**src/rtl/rs_entry_buffer.sv**
```systemverilog
// rtl/rs_entry_buffer.sv - reservation-station entry array with operand capture and registered issue slot
module rs_entry_buffer #(
  parameter int NENT    = 4,
  parameter int ENTLEN  = 2,
  parameter int VALLEN  = 8,
  parameter int TAGLEN  = 6,
  parameter int DATALEN = 32,
  parameter int OPLEN   = 8
) (
  input  logic                     clk_i,
  input  logic                     rst_n_i,
  input  logic                     alloc_valid_i,
  output logic                     alloc_ready_o,
  input  logic [OPLEN-1:0]         alloc_op_i,
  input  logic [VALLEN-1:0]        alloc_age_i,
  input  logic [TAGLEN-1:0]        alloc_src1_tag_i,
  input  logic [TAGLEN-1:0]        alloc_src2_tag_i,
  input  logic                     alloc_src1_rdy_i,
  input  logic                     alloc_src2_rdy_i,
  input  logic [DATALEN-1:0]       alloc_src1_data_i,
  input  logic [DATALEN-1:0]       alloc_src2_data_i,
  input  logic                     wakeup_valid_i,
  input  logic [TAGLEN-1:0]        wakeup_tag_i,
  input  logic [DATALEN-1:0]       wakeup_data_i,
  output logic [NENT*ENTLEN-1:0]   req_entry_vector_o,
  output logic [NENT*VALLEN-1:0]   req_value_vector_o,
  output logic                     any_ready_o,
  input  logic [ENTLEN-1:0]        oldest_entry_i,
  input  logic                     issue_stall_i,
  output logic                     issue_valid_o,
  output logic [OPLEN-1:0]         issue_op_o,
  output logic [VALLEN-1:0]        issue_age_o,
  output logic [DATALEN-1:0]       issue_src1_o,
  output logic [DATALEN-1:0]       issue_src2_o
);

  logic [NENT-1:0]    valid_q, valid_d;
  logic [NENT-1:0]    s1_rdy_q, s1_rdy_d, s2_rdy_q, s2_rdy_d;
  logic [OPLEN-1:0]   op_q [NENT], op_d [NENT];
  logic [VALLEN-1:0]  age_q [NENT], age_d [NENT];
  logic [TAGLEN-1:0]  s1_tag_q [NENT], s1_tag_d [NENT];
  logic [TAGLEN-1:0]  s2_tag_q [NENT], s2_tag_d [NENT];
  logic [DATALEN-1:0] s1_data_q [NENT], s1_data_d [NENT];
  logic [DATALEN-1:0] s2_data_q [NENT], s2_data_d [NENT];

  logic               issue_valid_q, issue_valid_d;
  logic [OPLEN-1:0]   issue_op_q, issue_op_d;
  logic [VALLEN-1:0]  issue_age_q, issue_age_d;
  logic [DATALEN-1:0] issue_src1_q, issue_src1_d;
  logic [DATALEN-1:0] issue_src2_q, issue_src2_d;

  logic [NENT-1:0]    ready;
  logic [ENTLEN-1:0]  alloc_idx;
  logic               alloc_fire;
  logic               issue_fire;
  logic               s1_bypass;
  logic               s2_bypass;

  assign ready         = valid_q & s1_rdy_q & s2_rdy_q;
  assign any_ready_o   = |ready;
  assign alloc_ready_o = ~&valid_q;
  assign alloc_fire    = alloc_valid_i & alloc_ready_o;
  // a bad index from the tree (non-ready entry) simply suppresses the issue
  assign issue_fire    = any_ready_o & ~issue_stall_i & ready[oldest_entry_i];
  assign s1_bypass     = wakeup_valid_i & ~alloc_src1_rdy_i & (alloc_src1_tag_i == wakeup_tag_i);
  assign s2_bypass     = wakeup_valid_i & ~alloc_src2_rdy_i & (alloc_src2_tag_i == wakeup_tag_i);

  assign issue_valid_o = issue_valid_q;
  assign issue_op_o    = issue_op_q;
  assign issue_age_o   = issue_age_q;
  assign issue_src1_o  = issue_src1_q;
  assign issue_src2_o  = issue_src2_q;

  // per-entry index and age requests; non-ready entries present the all-ones age
  for (genvar k = 0; k < NENT; k++) begin : g_req
    assign req_entry_vector_o[k*ENTLEN +: ENTLEN] = ENTLEN'(k);
    assign req_value_vector_o[k*VALLEN +: VALLEN] = ready[k] ? age_q[k] : {VALLEN{1'b1}};
  end

  // lowest-index free entry receives the next allocation
  always_comb begin
    alloc_idx = '0;
    for (int k = NENT - 1; k >= 0; k--) begin
      if (!valid_q[k]) alloc_idx = ENTLEN'(k);
    end
  end

  // next-state: wakeup capture, issue into the slot, then allocation into a free entry
  always_comb begin
    valid_d      = valid_q;
    s1_rdy_d     = s1_rdy_q;
    s2_rdy_d     = s2_rdy_q;
    op_d         = op_q;
    age_d        = age_q;
    s1_tag_d     = s1_tag_q;
    s2_tag_d     = s2_tag_q;
    s1_data_d    = s1_data_q;
    s2_data_d    = s2_data_q;
    issue_valid_d = issue_valid_q;
    issue_op_d    = issue_op_q;
    issue_age_d   = issue_age_q;
    issue_src1_d  = issue_src1_q;
    issue_src2_d  = issue_src2_q;

    for (int k = 0; k < NENT; k++) begin
      if (wakeup_valid_i && valid_q[k]) begin
        if (!s1_rdy_q[k] && s1_tag_q[k] == wakeup_tag_i) begin
          s1_rdy_d[k]  = 1'b1;
          s1_data_d[k] = wakeup_data_i;
        end
        if (!s2_rdy_q[k] && s2_tag_q[k] == wakeup_tag_i) begin
          s2_rdy_d[k]  = 1'b1;
          s2_data_d[k] = wakeup_data_i;
        end
      end
    end

    if (!issue_stall_i) begin
      issue_valid_d = issue_fire;
      if (issue_fire) begin
        issue_op_d              = op_q[oldest_entry_i];
        issue_age_d             = age_q[oldest_entry_i];
        issue_src1_d            = s1_data_q[oldest_entry_i];
        issue_src2_d            = s2_data_q[oldest_entry_i];
        valid_d[oldest_entry_i] = 1'b0;
      end
    end

    // alloc_idx is free in registered state, so it never collides with the issued entry
    if (alloc_fire) begin
      valid_d[alloc_idx]   = 1'b1;
      op_d[alloc_idx]      = alloc_op_i;
      age_d[alloc_idx]     = alloc_age_i;
      s1_tag_d[alloc_idx]  = alloc_src1_tag_i;
      s2_tag_d[alloc_idx]  = alloc_src2_tag_i;
      s1_rdy_d[alloc_idx]  = alloc_src1_rdy_i | s1_bypass;
      s2_rdy_d[alloc_idx]  = alloc_src2_rdy_i | s2_bypass;
      s1_data_d[alloc_idx] = s1_bypass ? wakeup_data_i : alloc_src1_data_i;
      s2_data_d[alloc_idx] = s2_bypass ? wakeup_data_i : alloc_src2_data_i;
    end
  end

  // state registers; reset drops every entry and the issue slot at once
  always_ff @(posedge clk_i or negedge rst_n_i) begin
    if (!rst_n_i) begin
      valid_q       <= '0;
      s1_rdy_q      <= '0;
      s2_rdy_q      <= '0;
      for (int k = 0; k < NENT; k++) begin
        op_q[k]      <= '0;
        age_q[k]     <= '0;
        s1_tag_q[k]  <= '0;
        s2_tag_q[k]  <= '0;
        s1_data_q[k] <= '0;
        s2_data_q[k] <= '0;
      end
      issue_valid_q <= 1'b0;
      issue_op_q    <= '0;
      issue_age_q   <= '0;
      issue_src1_q  <= '0;
      issue_src2_q  <= '0;
    end else begin
      valid_q       <= valid_d;
      s1_rdy_q      <= s1_rdy_d;
      s2_rdy_q      <= s2_rdy_d;
      op_q          <= op_d;
      age_q         <= age_d;
      s1_tag_q      <= s1_tag_d;
      s2_tag_q      <= s2_tag_d;
      s1_data_q     <= s1_data_d;
      s2_data_q     <= s2_data_d;
      issue_valid_q <= issue_valid_d;
      issue_op_q    <= issue_op_d;
      issue_age_q   <= issue_age_d;
      issue_src1_q  <= issue_src1_d;
      issue_src2_q  <= issue_src2_d;
    end
  end

  // the all-ones age is reserved as "not ready" and must never be allocated
  always_ff @(posedge clk_i) begin
    if (rst_n_i && alloc_fire) assert (alloc_age_i != {VALLEN{1'b1}});
  end

endmodule

```
**config.mk**
```make
export PLATFORM = sky130hd
export DESIGN_NAME = rs_entry_buffer
export DESIGN_NICKNAME = d
export VERILOG_FILES = /design/src/rtl/rs_entry_buffer.sv
export SDC_FILE = /design/constraint.sdc
export NUM_CORES = 1
export LEC_CHECK = 0
export CAP_MARGIN = 20
export CORE_ASPECT_RATIO = 1.75
export CORE_UTILIZATION = 40
export DETAILED_ROUTE_END_ITERATION = 6
export PLACE_DENSITY = 0.63
export SYNTH_ARGS = -nofsm -noshare
export SYNTH_HDL_FRONTEND = slang
export SYNTH_SLANG_ARGS = --single-unit
```
**constraint.sdc**
```tcl
create_clock -name clk_i -period 5.1 [get_ports clk_i]
set_clock_uncertainty 0.1 [all_clocks]
set_input_delay 1.275 -clock clk_i [delete_from_list [all_inputs] [get_ports clk_i]]
set_output_delay 1.275 -clock clk_i [all_outputs]
set_load 0.01 [all_outputs]
```
==> metrics.cfg <==
[routing]
dr_total_vias = 17600
drtAntennaViolNets = 0
firstDrtPassIters = 5
wl_per_cell_microns = 26.4
drt_iter0_markers = 1439
routed_wl_microns = 75000
drc = 0
via_per_inst = 6.19

[worst_hold_path]
hp-start = op_q[18]
worstHoldPathCells = 2
min_to = op_q[18]
hp-class = reg2reg

[grt]
antenna_found_initial = 10
grt_pass1_wl_microns = 115000
track_usage_pct = 26.5
grt_max_degree = 106
grt_remaining_overflow = 0
grt_pass1_vias = 18800

[setup_path]
critical_path_class = reg2out
r2r_cells = 6
end_kind = primary output
crit_fanout = 11
required_ps = 3720
reg2reg_from = valid_q[1]
cp.arrival_ps = 2790
r2r_slack_ps = 1820
worstReg2RegEnd = issue_src1_o[24]
startpoint_type = flip-flop

[sta]
period_needed_ps = 4160
rsz0062_at_grt = false
hold_viol = 0
final_max_slew_viol_count = 0
slew_headroom_pct = 29.4
finalCritPeriodShare_pct = 81.6
fmax_mhz = 240
setup_ws_ps = 938
worst_pin_slew_ps = 1060
tns_ps = 0
finalSetupViolations = 0

[die]
die-area_sq_um = 56500
start_util_pct = 40.7
die_x_microns = 180
core_area_sq_um = 54600
die_h_microns = 314
num_rows = 113
ios = 262

[clock_network]
clockBufferDepth = 3
cts_max_level = 2
cts_sinks = 461
clkLatencyLatePin_ps = 580
clkTransAtPathRegs_ps = 70
cts_setup_buffers = 0
root_buffer = clkbuf_16
cts-resized-gates = 0
cts_tree = yes
cts_inserted_buffers = 45
ctsHoldBuffers = 0

[layout]
area_growth_syn_to_layout_pct = 21.6
final_cells = 2836
post_route_cells_drive_above_1_share_pct = 20.5
final_cell_mix = dfrtp_1 (461), nand2_1 (347), clkdlybuf4s50_1 (250), a21oi_1 (99), mux4_2 (80)
final_common_cell = dfrtp_1
fillers = 4807
multi_input_area_sq_um = 9730
nets = 2247
final_cell_area_sq_um = 27000
layout.area.seq_sq_um = 11500

[synthesis]
syn_area_per_cell_sq_um = 11.6
yosys.area.top_type = dfrtp_1
async_flop_share_pct = 100
yosysWarnings = 0
netlist.area_leader.share_pct = 51.9
synth_edf_count = 0
postSynthCellCount = 1915
synth.distinct_cells = 65
synth_top_flop_cell = dfrtp_1
synth.area.top_cells = dfrtp_1 (52%), mux4_2 (8.1%), nand2_1 (5.9%)
seq_area_frac_synth_pct = 51.9
ys_ff_latch = 461
synth_area_sq_um = 22200

[placement]
gp_congestion = 0.849
place_area_sq_um = 25500
dp_hpwl_microns = 47900
port_buffers = 253
dpl.cell_count = 2751
place_ws_ps = 697

[outcome]
status = completed

[power_and_ir_drop]
powerDensity_nw_per_um2 = 596
leakage_nw = 11.1
ir_drop_v = 0.000377
p_total_mw = 16.1

[run]
drv_cap = 0

-- final cells by class --
| class | instances | area share (%) |
|---|---|---|
| Clock buffer | 68 | 5.09 |
| Antenna cell | 4 | 0.0371 |
| Multi-Input combinational cell | 1221 | 36.0 |
| Tap cell | 690 | 3.20 |
| Sequential cell | 461 | 42.7 |
| Inverter | 72 | 1.00 |
| Timing Repair Buffer | 307 | 11.5 |
| Clock inverter | 13 | 0.472 |
-- worst max path at each step --
stage / from / end / slack, ps / cells after the start
2_1_floorplan: oldest_entry_i[0] / issue_age_o[6] / 2010 / 5
6_report: valid_q[1] / any_ready_o / 940 / 3
5_1_grt: valid_q[1] / any_ready_o / 830 / 3
3_3_place_gp: wakeup_tag_i[5] / s1_data_q[10] / 770 / 8
3_5_place_dp: wakeup_tag_i[5] / s1_data_q[26] / 700 / 8
4_1_cts: valid_q[1] / req_value_vector_o[11] / 870 / 3
-- synthesized netlist by cell type (all sizes together), types with 2 or more instances --
cell type  instances
o31ai              3
nand2b            37
o21a              32
or2               33
nand3             11
mux2              80
a221oi            32
a21o               3
buf               95
inv               72
nand2            348
o221a             96
nor2b              5
o32a              33
o32ai             64
nand4              6
o41ai              3
o21ai             14
xnor2             36
dfrtp            461
a21oi            102
xor2              19
o22ai             32
nor2               6
or3               67
mux4              80
nor3              42
nor4               4
a31oi              2
clkbuf            72
a22oi              2
or4                3
conb               2
-- critical path, cell delays in order, from the launching register on --
cell and delay (ps):
dfrtp_1 600, nand3_1 580, nand4_1 430, clkdlybuf4s50_1 600
-- cells by family after synthesis --
group | share of synthesized area, %
AOI/OAI and AO/OA | 16.6
xor gates and xnor gates | 2.17
buffers and inverters | 5.04
DFF | 51.9
muxes | 12.2
other | 0.0338
and+or+nand+nor | 12.0
-- metrics by stage --
step                hold WS, ps  util [%]
floorplan                   340         -
global placement            352      46.7
detailed placement          361      46.7
CTS                         377      49.5
global route                403      49.5
finish                      375      49.5
-- sequential cells by signal, summed over array words and instances (netlist names) --
| signal | count |
|---|---|
| age_q | 32 |
| issue_age_o | 8 |
| issue_src1_o | 32 |
| issue_op_o | 8 |
| issue_valid_o | 1 |
| op_q | 32 |
| s2_tag_q | 24 |
| s1_tag_q | 24 |
| issue_src2_o | 32 |
| s2_data_q | 128 |
| s1_rdy_q | 4 |
| s1_data_q | 128 |
| s2_rdy_q | 4 |
| valid_q | 4 |
-- per-layer routing --
layer	global-route usage (%)	share of wire, %	vias to the layer above
li1	-	-	7409
met4	15.5	5.3	10
met2	46.4	51	881
met5	0	0.095	-
met3	5.28	7.2	243
met1	30.1	37	9023
-- power breakdown --
part,internal [mW],switching [mW]
sequential,5.45,1.10
combinational,3.36,2.74
clock,1.96,1.49
total,10.8,5.33
Note: power is estimated with default switching activity, not from simulation.
